### src/rtl/acc_cpu_mc_if.sv
// Memory-side bus of the multi-cycle accumulator core: instruction fetch port and
// data read/write port, both against synchronous RAMs with one-cycle read latency.
interface acc_cpu_mc_if #(
  parameter int DATA_W = 16,
  parameter int ADDR_W = 10,
  parameter int PC_W   = 8
);
  logic [PC_W-1:0]   imem_addr;
  logic [DATA_W-1:0] imem_rdata;
  logic [ADDR_W-1:0] dmem_addr;
  logic              dmem_re;
  logic              dmem_we;
  logic [DATA_W-1:0] dmem_wdata;
  logic [DATA_W-1:0] dmem_rdata;

  modport master (
    output imem_addr,
    input  imem_rdata,
    output dmem_addr,
    output dmem_re,
    output dmem_we,
    output dmem_wdata,
    input  dmem_rdata
  );

  modport slave (
    input  imem_addr,
    output imem_rdata,
    input  dmem_addr,
    input  dmem_re,
    input  dmem_we,
    input  dmem_wdata,
    output dmem_rdata
  );
endinterface

### src/rtl/acc_cpu_mc.sv
// Multi-cycle accumulator CPU: FETCH/DECODE/EXEC/MEM/HALT sequencer with carry/zero
// flags, conditional jumps, halt, sticky illegal-opcode flag and retired-instruction counter.
module acc_cpu_mc #(
  parameter int DATA_W = 16,
  parameter int ADDR_W = 10,
  parameter int PC_W   = 8,
  parameter int OPC_W  = 6,
  parameter int CNT_W  = 16
) (
  input  logic              clk,
  input  logic              rst,
  acc_cpu_mc_if.master      bus,
  output logic [DATA_W-1:0] acc_out,
  output logic [PC_W-1:0]   pc_out,
  output logic              flag_c,
  output logic              flag_z,
  output logic              halted,
  output logic              illegal,
  output logic [CNT_W-1:0]  instr_cnt
);

  typedef enum logic [2:0] {S_FETCH, S_DECODE, S_EXEC, S_MEM, S_HALT} state_t;

  localparam logic [OPC_W-1:0] OP_NOP  = OPC_W'(8'h00);
  localparam logic [OPC_W-1:0] OP_LDI  = OPC_W'(8'h01);
  localparam logic [OPC_W-1:0] OP_LD   = OPC_W'(8'h02);
  localparam logic [OPC_W-1:0] OP_ST   = OPC_W'(8'h03);
  localparam logic [OPC_W-1:0] OP_ADD  = OPC_W'(8'h04);
  localparam logic [OPC_W-1:0] OP_ADDC = OPC_W'(8'h05);
  localparam logic [OPC_W-1:0] OP_SUB  = OPC_W'(8'h06);
  localparam logic [OPC_W-1:0] OP_AND  = OPC_W'(8'h07);
  localparam logic [OPC_W-1:0] OP_OR   = OPC_W'(8'h08);
  localparam logic [OPC_W-1:0] OP_XOR  = OPC_W'(8'h09);
  localparam logic [OPC_W-1:0] OP_SHL  = OPC_W'(8'h0A);
  localparam logic [OPC_W-1:0] OP_SHR  = OPC_W'(8'h0B);
  localparam logic [OPC_W-1:0] OP_JMP  = OPC_W'(8'h0C);
  localparam logic [OPC_W-1:0] OP_JZ   = OPC_W'(8'h0D);
  localparam logic [OPC_W-1:0] OP_JC   = OPC_W'(8'h0E);
  localparam logic [OPC_W-1:0] OP_HLT  = OPC_W'(8'h0F);

  state_t            state_q, state_d;
  logic [PC_W-1:0]   pc_q, pc_d;
  logic [DATA_W-1:0] acc_q, acc_d;
  logic [DATA_W-1:0] ir_q, ir_d;
  logic              c_q, c_d, z_q, z_d, ill_q, ill_d;
  logic [CNT_W-1:0]  cnt_q, cnt_d;

  logic [OPC_W-1:0]  opc;
  logic [ADDR_W-1:0] opnd;
  logic [PC_W-1:0]   pc_inc, jmp_tgt;
  logic [DATA_W:0]   sum_w, diff_w;
  logic              retire;

  assign opc     = ir_q[DATA_W-1 -: OPC_W];
  assign opnd    = ir_q[ADDR_W-1:0];
  assign pc_inc  = pc_q + PC_W'(1);
  assign jmp_tgt = opnd[PC_W-1:0];

  // Carry-in is only honoured for ADDC; borrow is the top bit of the widened difference.
  assign sum_w  = {1'b0, acc_q} + {1'b0, bus.dmem_rdata} + (DATA_W+1)'((opc == OP_ADDC) && c_q);
  assign diff_w = {1'b0, acc_q} - {1'b0, bus.dmem_rdata};

  always_ff @(posedge clk or negedge rst) begin
    if (!rst) begin
      state_q <= S_FETCH;
      pc_q    <= '0;
      acc_q   <= '0;
      ir_q    <= '0;
      c_q     <= 1'b0;
      z_q     <= 1'b0;
      ill_q   <= 1'b0;
      cnt_q   <= '0;
    end else begin
      state_q <= state_d;
      pc_q    <= pc_d;
      acc_q   <= acc_d;
      ir_q    <= ir_d;
      c_q     <= c_d;
      z_q     <= z_d;
      ill_q   <= ill_d;
      cnt_q   <= cnt_d;
    end
  end

  always_comb begin
    state_d     = state_q;
    pc_d        = pc_q;
    acc_d       = acc_q;
    ir_d        = ir_q;
    c_d         = c_q;
    z_d         = z_q;
    ill_d       = ill_q;
    retire      = 1'b0;
    bus.dmem_re = 1'b0;
    bus.dmem_we = 1'b0;
    unique case (state_q)
      S_FETCH:  state_d = S_DECODE;
      S_DECODE: begin
        ir_d    = bus.imem_rdata;
        state_d = S_EXEC;
      end
      S_EXEC: begin
        retire  = 1'b1;
        pc_d    = pc_inc;
        state_d = S_FETCH;
        case (opc)
          OP_NOP: ;
          OP_LDI: begin
            acc_d = {{(DATA_W-ADDR_W){1'b0}}, opnd};
            z_d   = (acc_d == '0);
          end
          OP_LD, OP_ADD, OP_ADDC, OP_SUB, OP_AND, OP_OR, OP_XOR: begin
            bus.dmem_re = 1'b1;
            retire      = 1'b0;
            pc_d        = pc_q;
            state_d     = S_MEM;
          end
          OP_ST:  bus.dmem_we = 1'b1;
          OP_SHL: begin
            c_d   = acc_q[DATA_W-1];
            acc_d = {acc_q[DATA_W-2:0], 1'b0};
            z_d   = (acc_d == '0);
          end
          OP_SHR: begin
            c_d   = acc_q[0];
            acc_d = {1'b0, acc_q[DATA_W-1:1]};
            z_d   = (acc_d == '0);
          end
          OP_JMP: pc_d = jmp_tgt;
          OP_JZ:  if (z_q) pc_d = jmp_tgt;
          OP_JC:  if (c_q) pc_d = jmp_tgt;
          OP_HLT: begin
            pc_d    = pc_q;
            state_d = S_HALT;
          end
          default: ill_d = 1'b1;
        endcase
      end
      S_MEM: begin
        retire  = 1'b1;
        pc_d    = pc_inc;
        state_d = S_FETCH;
        case (opc)
          OP_ADD, OP_ADDC: {c_d, acc_d} = sum_w;
          OP_SUB:          {c_d, acc_d} = diff_w;
          OP_AND:          acc_d = acc_q & bus.dmem_rdata;
          OP_OR:           acc_d = acc_q | bus.dmem_rdata;
          OP_XOR:          acc_d = acc_q ^ bus.dmem_rdata;
          default:         acc_d = bus.dmem_rdata;
        endcase
        z_d = (acc_d == '0);
      end
      S_HALT: ;
      default: state_d = S_FETCH;
    endcase
    cnt_d = retire ? cnt_q + CNT_W'(1) : cnt_q;
  end

  assign bus.imem_addr  = pc_q;
  assign bus.dmem_addr  = opnd;
  assign bus.dmem_wdata = acc_q;
  assign acc_out        = acc_q;
  assign pc_out         = pc_q;
  assign flag_c         = c_q;
  assign flag_z         = z_q;
  assign halted         = (state_q == S_HALT);
  assign illegal        = ill_q;
  assign instr_cnt      = cnt_q;

endmodule
### src/flat_wrapper.sv
// flat-port wrapper written by rule: the top's interface ports become plain ports
module acc_cpu_mc_flat 
#(
  parameter int DATA_W = 16,
  parameter int ADDR_W = 10,
  parameter int PC_W   = 8,
  parameter int OPC_W  = 6,
  parameter int CNT_W  = 16
)
  (clk, rst, acc_out, pc_out, flag_c, flag_z, halted, illegal, instr_cnt, bus_imem_addr, bus_imem_rdata, bus_dmem_addr, bus_dmem_re, bus_dmem_we, bus_dmem_wdata, bus_dmem_rdata);
  acc_cpu_mc_if #(.DATA_W(DATA_W), .ADDR_W(ADDR_W), .PC_W(PC_W)) bus_i ();
  input  logic clk;
  input  logic rst;
  output logic [DATA_W-1:0] acc_out;
  output logic [PC_W-1:0] pc_out;
  output logic flag_c;
  output logic flag_z;
  output logic halted;
  output logic illegal;
  output logic [CNT_W-1:0] instr_cnt;
  output wire logic [$bits(bus_i.imem_addr)-1:0] bus_imem_addr;
  input wire logic [$bits(bus_i.imem_rdata)-1:0] bus_imem_rdata;
  output wire logic [$bits(bus_i.dmem_addr)-1:0] bus_dmem_addr;
  output wire logic [$bits(bus_i.dmem_re)-1:0] bus_dmem_re;
  output wire logic [$bits(bus_i.dmem_we)-1:0] bus_dmem_we;
  output wire logic [$bits(bus_i.dmem_wdata)-1:0] bus_dmem_wdata;
  input wire logic [$bits(bus_i.dmem_rdata)-1:0] bus_dmem_rdata;
  assign bus_imem_addr = bus_i.imem_addr;
  assign bus_i.imem_rdata = bus_imem_rdata;
  assign bus_dmem_addr = bus_i.dmem_addr;
  assign bus_dmem_re = bus_i.dmem_re;
  assign bus_dmem_we = bus_i.dmem_we;
  assign bus_dmem_wdata = bus_i.dmem_wdata;
  assign bus_i.dmem_rdata = bus_dmem_rdata;
  acc_cpu_mc #(.DATA_W(DATA_W), .ADDR_W(ADDR_W), .PC_W(PC_W), .OPC_W(OPC_W), .CNT_W(CNT_W)) u_core (.clk(clk), .rst(rst), .bus(bus_i), .acc_out(acc_out), .pc_out(pc_out), .flag_c(flag_c), .flag_z(flag_z), .halted(halted), .illegal(illegal), .instr_cnt(instr_cnt));
endmodule
### config.mk
export PLATFORM = sky130hd
export DESIGN_NAME = acc_cpu_mc_flat
export DESIGN_NICKNAME = d
export VERILOG_FILES = /design/src/rtl/acc_cpu_mc_if.sv /design/src/rtl/acc_cpu_mc.sv /design/src/flat_wrapper.sv
export SDC_FILE = /design/constraint.sdc
export NUM_CORES = 1
export LEC_CHECK = 0
export ABC_CLOCK_PERIOD_IN_PS = 4500
export CAP_MARGIN = 20
export CORE_ASPECT_RATIO = 0.7
export CORE_MARGIN = 5
export CORE_UTILIZATION = 45
export DETAILED_ROUTE_END_ITERATION = 12
export HOLD_SLACK_MARGIN = 0.06
export PLACE_DENSITY = 0.84
export SETUP_SLACK_MARGIN = 0.4
export SYNTH_ARGS = -nofsm -noshare
export SYNTH_HDL_FRONTEND = slang
export SYNTH_SLANG_ARGS = --single-unit
### constraint.sdc
create_clock -name clk -period 4.5 [get_ports clk]
set_input_delay 1.125 -clock clk [delete_from_list [all_inputs] [get_ports clk]]
set_output_delay 1.125 -clock clk [all_outputs]
set_load 0.03 [all_outputs]
# Word-level counts from Yosys, hierarchy flattened
# Index checks and enable logic that the tools add are counted.
[word_totals]
elab_cells = 77
input_bits = 34
register_bits = 62
output_inout_bits = 80
[classes]
n_addsub = 5
eq_ne = 23
bitwise = 4
mux = 21
reduce_logical = 16
[ops]
columns = ["op", "n"]
rows = [
  ["$pmux 16 s5", 1],
  ["$eq 6x4->1 const B", 8],
  ["$pmux 16 s3", 1],
  ["$pmux 16 s2", 1],
  ["$pmux 8 s4", 1],
  ["$logic_not 15->1", 2],
  ["$eq 6x3->1 const B", 4],
  ["$add 16x16->17", 1],
  ["$add 17x1->17", 1],
  ["$sub 16x16->17", 1],
  ["$add 16x1->16 const B", 1],
  ["$and 16x16->16", 1],
  ["$logic_not 16->1", 1],
  ["$mux 16", 1],
  ["$mux 8", 2],
  ["$or 16x16->16", 1],
  ["$pmux 8 s2", 1],
  ["$reduce_or 16->1", 1],
  ["$xor 16x16->16", 1],
  ["$eq 6x2->1 const B", 2],
  ["$pmux 3 s4", 1],
  ["$logic_not 10->1", 1],
  ["$pmux 1 s2", 5],
  ["$add 8x1->8 const B", 1],
  ["21 further kinds", 28],
]

# Depth between registers and ports, before layout
# Gate-level depths: netlist of the first run.
[depth]
word_depth = 7
mapped_depth = 15
ltp_nobuf = 14

# Least setup slack after synthesis of the first run
# OpenSTA, ideal clock, no wires.
[synth_path]
path_kind = "flip-flop to flip-flop"
start = "register u_core.ir_q[15]"
end = "register u_core.z_q, in the netlist u_core.flag_z"
setup_time_ps = 76
path_stages_with_launch = 16
synth_period_minus_slack_ps = 4306
slack_ps = 194
required_ps = 4424
path_buffers = 1
arrival_ps = 4229
path_cell_list = "dfrtp_1 or4b_1 nor2_1 clkbuf_1 nand3_1 fa_1 fa_1 nand2b_1 a2111oi_2 o21bai_1 a21oi_1 or2_1 o211a_1 o221ai_2 or4b_1 o21ai_1"
[synth_between]
elab_chain_cells = 7
elab_cells_between_ends = 19
classes_between = "1 x add/sub; 10 x eq/ne; 4 x mux; 4 x reduce/logical"
[synth_lines]
columns = ["element", "line_no", "source"]
rows = [
  ["start: declaration", "acc_cpu_mc.sv:44", "logic [DATA_W-1:0] ir_q, ir_d;"],
  ["start signal: assignment", "acc_cpu_mc.sv:77", "ir_q <= ir_d;"],
  ["$eq 6x3->1", "acc_cpu_mc.sv:60, acc_cpu_mc.sv:143", ""],
  ["$logic_and 1x1->1", "acc_cpu_mc.sv:60", "assign sum_w = {1'b0, acc_q} + {1'b0, bus.dmem_rdata} + (DATA_W+1)'((opc == OP_ADDC) && c_q);"],
  ["$add 17x1->17", "acc_cpu_mc.sv:60", ""],
  ["$pmux 16 s5", "acc_cpu_mc.sv:143", "case (opc)"],
  ["$mux 16", "acc_cpu_mc.sv:96", "unique case (state_q)"],
  ["$logic_not 16->1", "acc_cpu_mc.sv:151", "z_d = (acc_d == '0);"],
  ["$pmux 1 s2", "acc_cpu_mc.sv:96", ""],
  ["end signal: assignment", "acc_cpu_mc.sv:79", "z_q <= z_d;"],
  ["end: declaration", "acc_cpu_mc.sv:45", "logic c_q, c_d, z_q, z_d, ill_q, ill_d;"],
]
# Parallel ways exist; a longest one is shown, timed or not. The select of a mux whose other input is x is not followed.
# A chain may end at the register's enable or synchronous reset.

# Final worst setup path of the first run
[layout_path]
start = "register u_core.ir_q[13]"
end = "register u_core.z_q, in the netlist u_core.flag_z"
# Same word-level chain as after synthesis.

==> flow_metrics.tcl, run 1 <==
set metrics [dict create \
    status "completed" \
    io_pins 114 \
    async_reset_ff_share_pct 100 \
    fin_crit_ns 4.06 \
    die_h_um 107 \
    met1Wirelength_mm 8.50 \
    gp_congestion 0.957 \
    place_area_um2 7160 \
    cts_hold_buf 0 \
    die_area_um2 15800 \
    path_class "flop to flop" \
    antenna_found_initial 0 \
    cts.sinks 62 \
    synth.avg_cell_area_um2 8.28 \
    cp_common_cell "fa_2" \
    syn-cell-area_um2 6020 \
    finClkSkew_ns 0.00522 \
    setup_ws_ns 0.444 \
    cts_root_buf "clkbuf_16" \
    p_leak_nw 3.26 \
    drc 0 \
    slew_headroom_pct 32.5 \
    num_rows 35 \
    worstHoldPathType "flop to flop" \
    gr-usage-all-layers_pct 24.3 \
    vias 6235 \
    start_kind "flop" \
    setup_viol 0 \
    fmax_ghz 0.247 \
    dr_wl_met3_mm 2.52 \
    htreeDepth 3 \
    fin_crit_sh_pct 90.1 \
    start_util_pct 45.9 \
    wl_met2_mm 8.21 \
    cts_tree "done" \
    seq_area_frac_synth_pct 25.8 \
    end_kind "flop" \
    io_buffers 113 \
    numCtsBuffers 9 \
    highest_layer "met4" \
    fillCellCount 1168 \
    rsz0062_at_grt "yes" \
    routed_wl_mm 19.8 \
    report.final.slew_viol_count 0 \
    drv_cap 0 \
    hold_violations 0 \
    synth_top_area_share_pct 25.8 \
    path_cells "or4b_4, nor2_4, nand3_4, fa_2, fa_2, nand2b_4, a2111oi_4, o21bai_1, a21oi_2, or2_1, o211a_1, o221ai_2, or4b_1, o21ai_1" \
    synth-edff-count 0 \
    power.density_nw_per_um2 763 \
    core_area_um2 13100 \
    syn2layout_area_growth_pct 27.5 \
    fp.dieW_um 148 \
    critPathArrivalTime_ns 4.32 \
    drt_iter0_drc 813 \
    drtPass1Iterations 8 \
    grt_pass1_wl_mm 31.1 \
    diodes 0 \
    yosysWarningCount 0 \
    yosysUniqueCellTypes 84 \
    dpl.hpwl_mm 14.2 \
    finalInstanceArea_um2 7680 \
    synth_area_leaders "dfrtp_1 (26%), ha_1 (10%), buf_4 (4.7%)" \
    crit_fanout 3 \
    synthFlopType "dfrtp_1" \
    ys_seq_elements 62 \
    max_stage_delay_ns 0.56 \
    ir_drop_uv 485 \
    grt.overflow.total 0 \
    drive_gt1_share_pct 13.6 \
    crit_slowest_cell "or4b_4" \
    tightest_slew_ns 1.01 \
    clk_pin_slew_ns 0.05 \
    detail_route.wl_per_cell_um 20.0 \
    antenna_left 0 \
    place_ws_ns -0.153 \
    clk_latency_ns 0.33 \
    postSynthCellCount 728 \
    utilization_pct 58.5 \
    crit_required_ns 4.76 \
    routed_via_density 6.30 \
    first_global_vias 5824 \
    grt_max_degree 45 \
    clock_path_buffers 2 \
    synth_nets 815 \
    nets 905 \
    synth_top_cell_by_area "dfrtp_1" \
]
-- metrics by stage --
step	instances	setup TNS (ns)	hold slack (ns)	power [mW]
6_report	989	0	0.466	5.86
5_1_grt	989	0	0.496	6.19
4_1_cts	984	0	0.476	5.68
3_5_place_dp	965	-0.153	0.470	4.85
3_3_place_gp	965	-0.0983	0.464	4.79
2_1_floorplan	728	0	0.528	3.72
-- logic make-up after synthesis --
| group | share of synthesized area [%] |
|---|---|
| XOR/XNOR | 2.33 |
| AO/OA/AOI/OAI | 27.9 |
| adder cells (fa/ha/maj) | 11.4 |
| multiplexers | 3.68 |
| flip-flops | 25.8 |
| AND/OR/NAND/NOR | 18.5 |
| buffers and inverters | 10.4 |
-- cells in the mapped netlist (4+ instances only) --
master and number:
o221ai_1 12, mux2_2 17, nor2_1 44, o211ai_1 17
nand2_1 59, nor3_1 11, clkbuf_1 23, a21o_1 6
a211oi_1 12, nand4_1 6, inv_1 50, nand2b_1 13
ha_1 50, o21a_1 4, nor2b_1 7, xor2_1 6
dfrtp_1 62, xnor2_1 10, a21oi_1 54, nand3_1 31
o21bai_1 4, and2_1 5, a22oi_1 11, nor4_1 7
a221oi_1 7, buf_4 38, o21ai_1 14, o21ai_0 36
a221o_1 7, o22ai_1 8, and3_1 8, buf_2 7
-- repair_timing --
action	4_1_cts	5_1_grt
resized for setup	8	20
pin swaps	5	14
setup endpoints to repair	1	3
setup buffers	3	3
-- where the power goes --
group / total, mW / internal, mW / switching, mW
sequential: 1.21 / 0.789 / 0.426
combinational: 3.90 / 1.59 / 2.32
clock: 0.742 / 0.498 / 0.244
-- sequential cells by signal, summed over array words and instances, names as in the netlist --
name	cells
u_core.acc_out	16
u_core.state_q	3
u_core.instr_cnt	16
u_core.bus.imem_addr	8
u_core.flag_c	1
u_core.illegal	1
u_core.flag_z	1
u_core.ir_q	16
-- cell type report --
cell class                 count  area [um2]  area share [%]
clock inverter                 4        70.1           0.912
timing repair buffer         151        1430            18.6
multi-input combinational    544        3990            51.9
clock buffer                  12         246            3.21
tap                          166         208            2.70
sequential                    62        1550            20.2
inverter                      50         188            2.44
-- placed cells by master (no fill, tap or decap), drive strengths merged, types with 4 or more instances in the layout --
cell type / count
o22ai: 8
and2: 6
nand2b: 13
o21ai: 50
dfrtp: 62
nor2b: 7
o211ai: 18
a221o: 7
nor2: 44
nand2: 59
clkdlybuf4s50: 111
o221ai: 13
nand3: 31
o21bai: 4
buf: 39
clkbuf: 12
nor3: 11
nor4: 8
nor3b: 4
a22oi: 11
or2: 6
inv: 50
and3: 8
a21o: 7
nand4: 6
xor2: 6
a221oi: 7
xnor2: 10
ha: 50
mux2: 17
a2111oi: 4
a21oi: 54
o21a: 4
a211oi: 12
-- worst max-delay path: cells and delay by family (launching register included) --
family,cells,cell delay (ns)
adder cells (fa/ha/maj),2,0.82
AO/OA/AOI/OAI,6,1.04
AND/OR/NAND/NOR,6,1.73
flip-flops,1,0.37
-- metal layers --
metal | vias to the layer above | global-route usage [%]
met5 | - | 0
met4 | 0 | 6.53
met3 | 68 | 8.15
met2 | 427 | 34.5
met1 | 2913 | 35.3
li1 | 2827 | -
-- worst paths after layout --
check	startpoint	end	slack, ns	depth (start not counted)
worst max-delay path	u_core.ir_q[13]	u_core.flag_z	0.44	14
worst min-delay path	u_core.instr_cnt[15]	u_core.instr_cnt[15]	0.47	1
worst max register to register	u_core.ir_q[13]	u_core.flag_z	0.44	14
worst min register to register	u_core.instr_cnt[15]	u_core.instr_cnt[15]	0.47	1
max in group asynchronous	rst	u_core.illegal	3.21	3
min in group asynchronous	rst	u_core.instr_cnt[11]	0.62	1
Power figures use the tool's default switching activity.
==> run 2, diff against run 1 <==
Settings changed: ABC_AREA set to 1, PLACE_DENSITY 0.84 to 0.83.
==> run 2 against run 1 <==
Effect of this change: clock-buffer cell count decreased by 3; hold slack got worse by 0.0014 ns; largest power group unchanged; critical path depth shrank 5; global-route usage up 1.6 points; wire length is 16% higher.
==> flow_metrics.tcl, run 2 <==
set metrics [dict create \
    status "completed" \
    synth.avg_cell_area_um2 6.42 \
    cts_hold_buf 0 \
    seq_area_frac_synth_pct 23.2 \
    diodes 0 \
    synth-edff-count 0 \
    gr-usage-all-layers_pct 25.9 \
    synth_top_area_share_pct 23.2 \
    place_area_um2 7720 \
    yosysUniqueCellTypes 43 \
    antenna_found_initial 0 \
    crit_slowest_cell "clkdlybuf4s50_1" \
    met1Wirelength_mm 10.3 \
    cts_setup_buffers 0 \
    dr_wl_met3_mm 2.67 \
    htreeDepth 3 \
    intPower_mw 2.51 \
    path_class "flop to output pin" \
    synth_nets 1129 \
    end_kind "output pin" \
    ys_top_cells_by_count "nand2_1 (253), inv_1 (148), nor2_1 (125)" \
    die_area_um2 17400 \
    max_stage_delay_ns 0.70 \
    seqPwrFrac_pct 20.1 \
    clk_pin_slew_ns 0.06 \
    wl_met2_mm 9.47 \
    highest_layer "met4" \
    power.density_nw_per_um2 709 \
    net-switching-power_mw 3.19 \
    num_rows 37 \
    path_cells "inv_2, nor2_4, nand3_2, nand2_2, nor2_8, nand2_8, nor2_8, nor2_1, clkdlybuf4s50_1" \
    finClkSkew_ns 0.00914 \
    routed_via_density 5.61 \
    ir_drop_uv 446 \
    cts_root_buf "clkbuf_16" \
    drc 0 \
    critPathTopFamily "simple AND/OR/NAND/NOR gates" \
    cp_num_buf_inv 2 \
    rsz0062_at_grt "no" \
    vias 7357 \
    synth_area_leaders "dfrtp_1 (23%), nand2_1 (14%), ha_1 (9.3%)" \
    detail_route.wl_per_cell_um 17.6 \
    setup_viol 0 \
    drt_iter0_drc 952 \
    setup_ws_ns 0.489 \
    p_leak_nw 3.87 \
    grt_pass1_wl_mm 36.6 \
    async_reset_ff_share_pct 100 \
    io_pins 114 \
    gp_congestion 1.02 \
    hold_violations 0 \
    drtPass1Iterations 6 \
    critPathArrivalTime_ns 2.89 \
    fin_setup_tns_ns 0 \
    dpl.hpwl_mm 18.1 \
    cts_tree "done" \
    numCtsBuffers 9 \
    p_sw_share_pct 56.0 \
    crit_fanout 14 \
    p_comb_share_pct 67.5 \
    fin_crit_sh_pct 89.1 \
    grt_max_degree 37 \
    grt.overflow.total 0 \
    fp.dieW_um 156 \
    clk_latency_ns 0.33 \
    die_h_um 112 \
    synthFlopType "dfrtp_1" \
    nets 1198 \
    place_ws_ns 0.466 \
    mostFrequentLayoutCells "nand2_1 (253), inv_1 (148), nor2_1 (125)" \
    layout_commonest_cell "nand2_1" \
    drv_cap 0 \
    antenna_left 0 \
    cp_common_cell "nor2_8" \
    fmax_ghz 0.249 \
    report.final.slew_viol_count 0 \
    p_clk_share_pct 12.4 \
    routed_wl_mm 23.0 \
    synth_top_cell_by_area "dfrtp_1" \
    syn-cell-area_um2 6690 \
    tightest_slew_ns 1.01 \
    start_kind "flop" \
    syn2layout_area_growth_pct 20.0 \
    worstHoldPathType "flop to flop" \
    yosysWarningCount 0 \
    cts.sinks 62 \
    synth_most_common_cell "nand2_1" \
    fin_crit_ns 4.01 \
    core_area_um2 14600 \
    start_util_pct 45.7 \
    slew_headroom_pct 32.6 \
    ys_seq_elements 62 \
    finalInstanceArea_um2 8030 \
    io_buffers 113 \
    crit_required_ns 3.38 \
    clock_path_buffers 2 \
    cts_resized 0 \
    utilization_pct 54.9 \
    postSynthCellCount 1042 \
    first_global_vias 6834 \
    drive_gt1_share_pct 6.09 \
]
## run 2: cell families (layout without fill, tap and decap cells)
group           after synthesis  count (layout)  share of synthesized area (%)
fa+ha+maj                    53              53                           10.2
flops                        62              62                           23.2
simple gates                551             551                           36.7
buf+inv                     220             294                           14.8
mux                           8               8                           1.35
compound gates              130             130                           11.4
xor+xnor                     18              18                           2.36
## run 2: layer usage
metal  vias up  GRT usage, %
li1       3476             -
met1      3384          39.0
met2       443          37.2
met3        54          5.59
met4         0          7.29
met5         -             0
## run 2: worst paths after layout
| check | from | to | slack (ns) | cells after the start |
|---|---|---|---|---|
| max reg2reg | u_core.ir_q[13] | u_core.flag_z | 1.27 | 21 |
| min | u_core.state_q[1] | u_core.state_q[0] | 0.46 | 1 |
| max | u_core.ir_q[13] | bus_dmem_re | 0.49 | 9 |
| min reg2reg | u_core.state_q[1] | u_core.state_q[0] | 0.46 | 1 |
| min in group asynchronous | rst | u_core.ir_q[9] | 0.88 | 1 |
| max in group asynchronous | rst | u_core.illegal | 2.74 | 2 |
## run 2: layout make-up
cell class	instances	area [um2]
Tap cell	195	244
Clock inverter	7	80.1
Inverter	158	593
Sequential cell	62	1550
Fill cell	1417	6600
Multi-Input combinational cell	760	4160
Clock buffer	9	225
Timing Repair Buffer	120	1180
## run 2: per-stage QoR
step	total power, mW	hold slack, ns	instances
final	5.70	0.465	1311
after detailed placement	4.88	0.446	1295
after floorplan	3.76	0.420	1042
after global routing	6.07	0.490	1311
after global placement	4.82	0.425	1295
after CTS	5.61	0.463	1311
## run 2: power groups by stage
stage / Combinational, mW / Clock [mW] / Sequential, mW
6_report: 3.85 / 0.705 / 1.15
4_1_cts: 3.77 / 0.710 / 1.13
5_1_grt: 4.15 / 0.739 / 1.18
3_5_place_dp: 3.74 / 0 / 1.14
3_3_place_gp: 3.69 / 0 / 1.13
2_1_floorplan: 2.50 / 0 / 1.26
==> run 3, diff against run 2 <==
Settings changed: CORE_UTILIZATION 45 to 42, CTS_CLUSTER_DIAMETER set to 40, PLACE_DENSITY 0.83 to 0.79.
==> run 3 against run 2 <==
Effect of this change: critical path depth unchanged; via count down 2.3%; hold slack worse by 0.023 ns; register-to-register slack about the same; power up 0.23%; critical endpoint unchanged; largest power group unchanged.
==> flow_metrics.tcl, run 3 (same netlist as run 2, synthesis figures left out) <==
set metrics [dict create \
    status "completed" \
    dpl.hpwl_mm 18.1 \
    fin_crit_ns 3.95 \
    path_class "flop to output pin" \
    routed_via_density 5.46 \
    numCtsBuffers 9 \
    finalPower_mw 5.71 \
    io_buffers 113 \
    holdWs_ns 0.442 \
    wl_met2_mm 9.25 \
    final-seq-area_um2 1550 \
    htreeDepth 3 \
    placed_cells 1300 \
    gr-usage-all-layers_pct 24.1 \
    nets 1198 \
    drtPass1Iterations 8 \
    multi_input_area_um2 4160 \
    rrSetupSlack_ns 1.27 \
    cts_root_buf "clkbuf_16" \
    r2r-end "u_core.flag_z" \
    clk_latency_ns 0.33 \
    syn2layout_area_growth_pct 20.3 \
    layout_commonest_cell "nand2_1" \
    report.final.slew_viol_count 0 \
    p_leak_nw 3.88 \
    cts_hold_buf 0 \
    antenna_left 0 \
    clk_pin_slew_ns 0.05 \
    ir_drop_uv 377 \
    setup_viol 0 \
    clock_path_buffers 2 \
    diodes 0 \
    drt_iter0_drc 1000 \
    first_global_vias 6646 \
    start_kind "flop" \
    power.density_nw_per_um2 709 \
    mostFrequentLayoutCells "nand2_1 (253), inv_1 (148), nor2_1 (125)" \
    highest_layer "met4" \
    cts.sinks 62 \
    finClkSkew_ns 0.00874 \
    utilization_pct 51.8 \
    p_sw_share_pct 54.9 \
    fin_crit_sh_pct 87.9 \
    reg2reg_depth 21 \
    crit_required_ns 3.38 \
    drc 0 \
    worstHoldPathType "flop to flop" \
    seqPwrFrac_pct 20.0 \
    critPathArrivalTime_ns 2.83 \
    rsz0062_at_grt "no" \
    grt.overflow.total 0 \
    fmax_ghz 0.253 \
    fp.dieW_um 161 \
    vias 7189 \
    num_rows 38 \
    detail_route.wl_per_cell_um 17.3 \
    antenna_found_initial 0 \
    p_comb_share_pct 67.0 \
    cts_setup_buffers 0 \
    dr_wl_met3_mm 2.72 \
    p_clk_share_pct 13.0 \
    whs_path_depth 1 \
    final_cell_count_no_fill 1316 \
    fillCellCount 1534 \
    io_pins 114 \
    cts_resized 0 \
    grt_pass1_wl_mm 36.0 \
    intPower_mw 2.57 \
    start_util_pct 43.0 \
    end_kind "output pin" \
    reg2reg_from "u_core.ir_q[13]" \
    whs_endpoint "u_core.state_q[0]" \
    die_area_um2 18600 \
    drive_gt1_share_pct 5.91 \
    met1Wirelength_mm 10.4 \
    net-switching-power_mw 3.14 \
    die_h_um 116 \
    routed_wl_mm 22.7 \
    drv_cap 0 \
    slew_headroom_pct 31.8 \
    min-delay-start "u_core.state_q[1]" \
    hold_violations 0 \
    gp_congestion 1.01 \
    tightest_slew_ns 1.02 \
    cts_tree "done" \
    crit_fanout 14 \
    fin_setup_tns_ns 0 \
    grt_max_degree 63 \
    core_area_um2 15500 \
]
-- run 3: changes by cell type in the layout (fill, tap and decap cells not counted), sizes merged --
| cell | before | now |
|---|---|---|
| clkbuf | 9 | 12 |
| clkinvlp | 2 | 0 |
| inv | 160 | 158 |
| bufinv | 1 | 2 |
-- run 3: through the flow --
stage	setup WS (ns)	cell area, um2
4_1_cts	0.604	8050
3_3_place_gp	0.556	7730
3_5_place_dp	0.406	7730
2_1_floorplan	1.34	6690
6_report	0.546	8050
5_1_grt	0.446	8050
-- run 3: worst max-delay path, stage by stage (launching register included) --
cell,delay [ns]
dfrtp_1,0.46
inv_2,0.09
nor2_4,0.20
nand3_2,0.41
nand2_2,0.28
nor2_8,0.09
nand2_8,0.11
nor2_8,0.05
nor2_1,0.12
clkdlybuf4s50_1,0.69
-- run 3: layer usage --
metal	up-vias	GRT usage, %
li1	3476	-
met1	3285	36.0
met2	397	34.7
met3	31	6.61
met4	0	5.00
met5	-	0
-- run 3: worst max path at each step --
stage | cells past startpoint | endpoint | start | slack (ns)
6_report | 9 | bus_dmem_re | u_core.ir_q[13] | 0.55
5_1_grt | 19 | u_core.flag_z | bus_dmem_rdata[0] | 0.45
4_1_cts | 9 | bus_dmem_re | u_core.ir_q[13] | 0.60
3_5_place_dp | 19 | u_core.flag_z | bus_dmem_rdata[0] | 0.41
3_3_place_gp | 19 | u_core.flag_z | bus_dmem_rdata[0] | 0.56
2_1_floorplan | 18 | u_core.flag_z | bus_dmem_rdata[0] | 1.34
-- run 3: area by class of cell --
| class | count | share of cell area, % |
|---|---|---|
| flip-flops and latches | 62 | 19.3 |
| clock buffers | 12 | 3.06 |
| multi-input cells | 760 | 51.7 |
| clock inverters | 4 | 0.871 |
| inverters | 158 | 7.37 |
| well taps | 200 | 3.11 |
| repair buffers | 120 | 14.6 |
-- run 3: power by group through the flow --
stage	clock [mW]	sequential [mW]	combinational, mW
2_1_floorplan	0	1.26	2.50
3_3_place_gp	0	1.13	3.69
3_5_place_dp	0	1.14	3.74
4_1_cts	0.750	1.13	3.76
5_1_grt	0.778	1.18	4.16
6_report	0.740	1.14	3.83
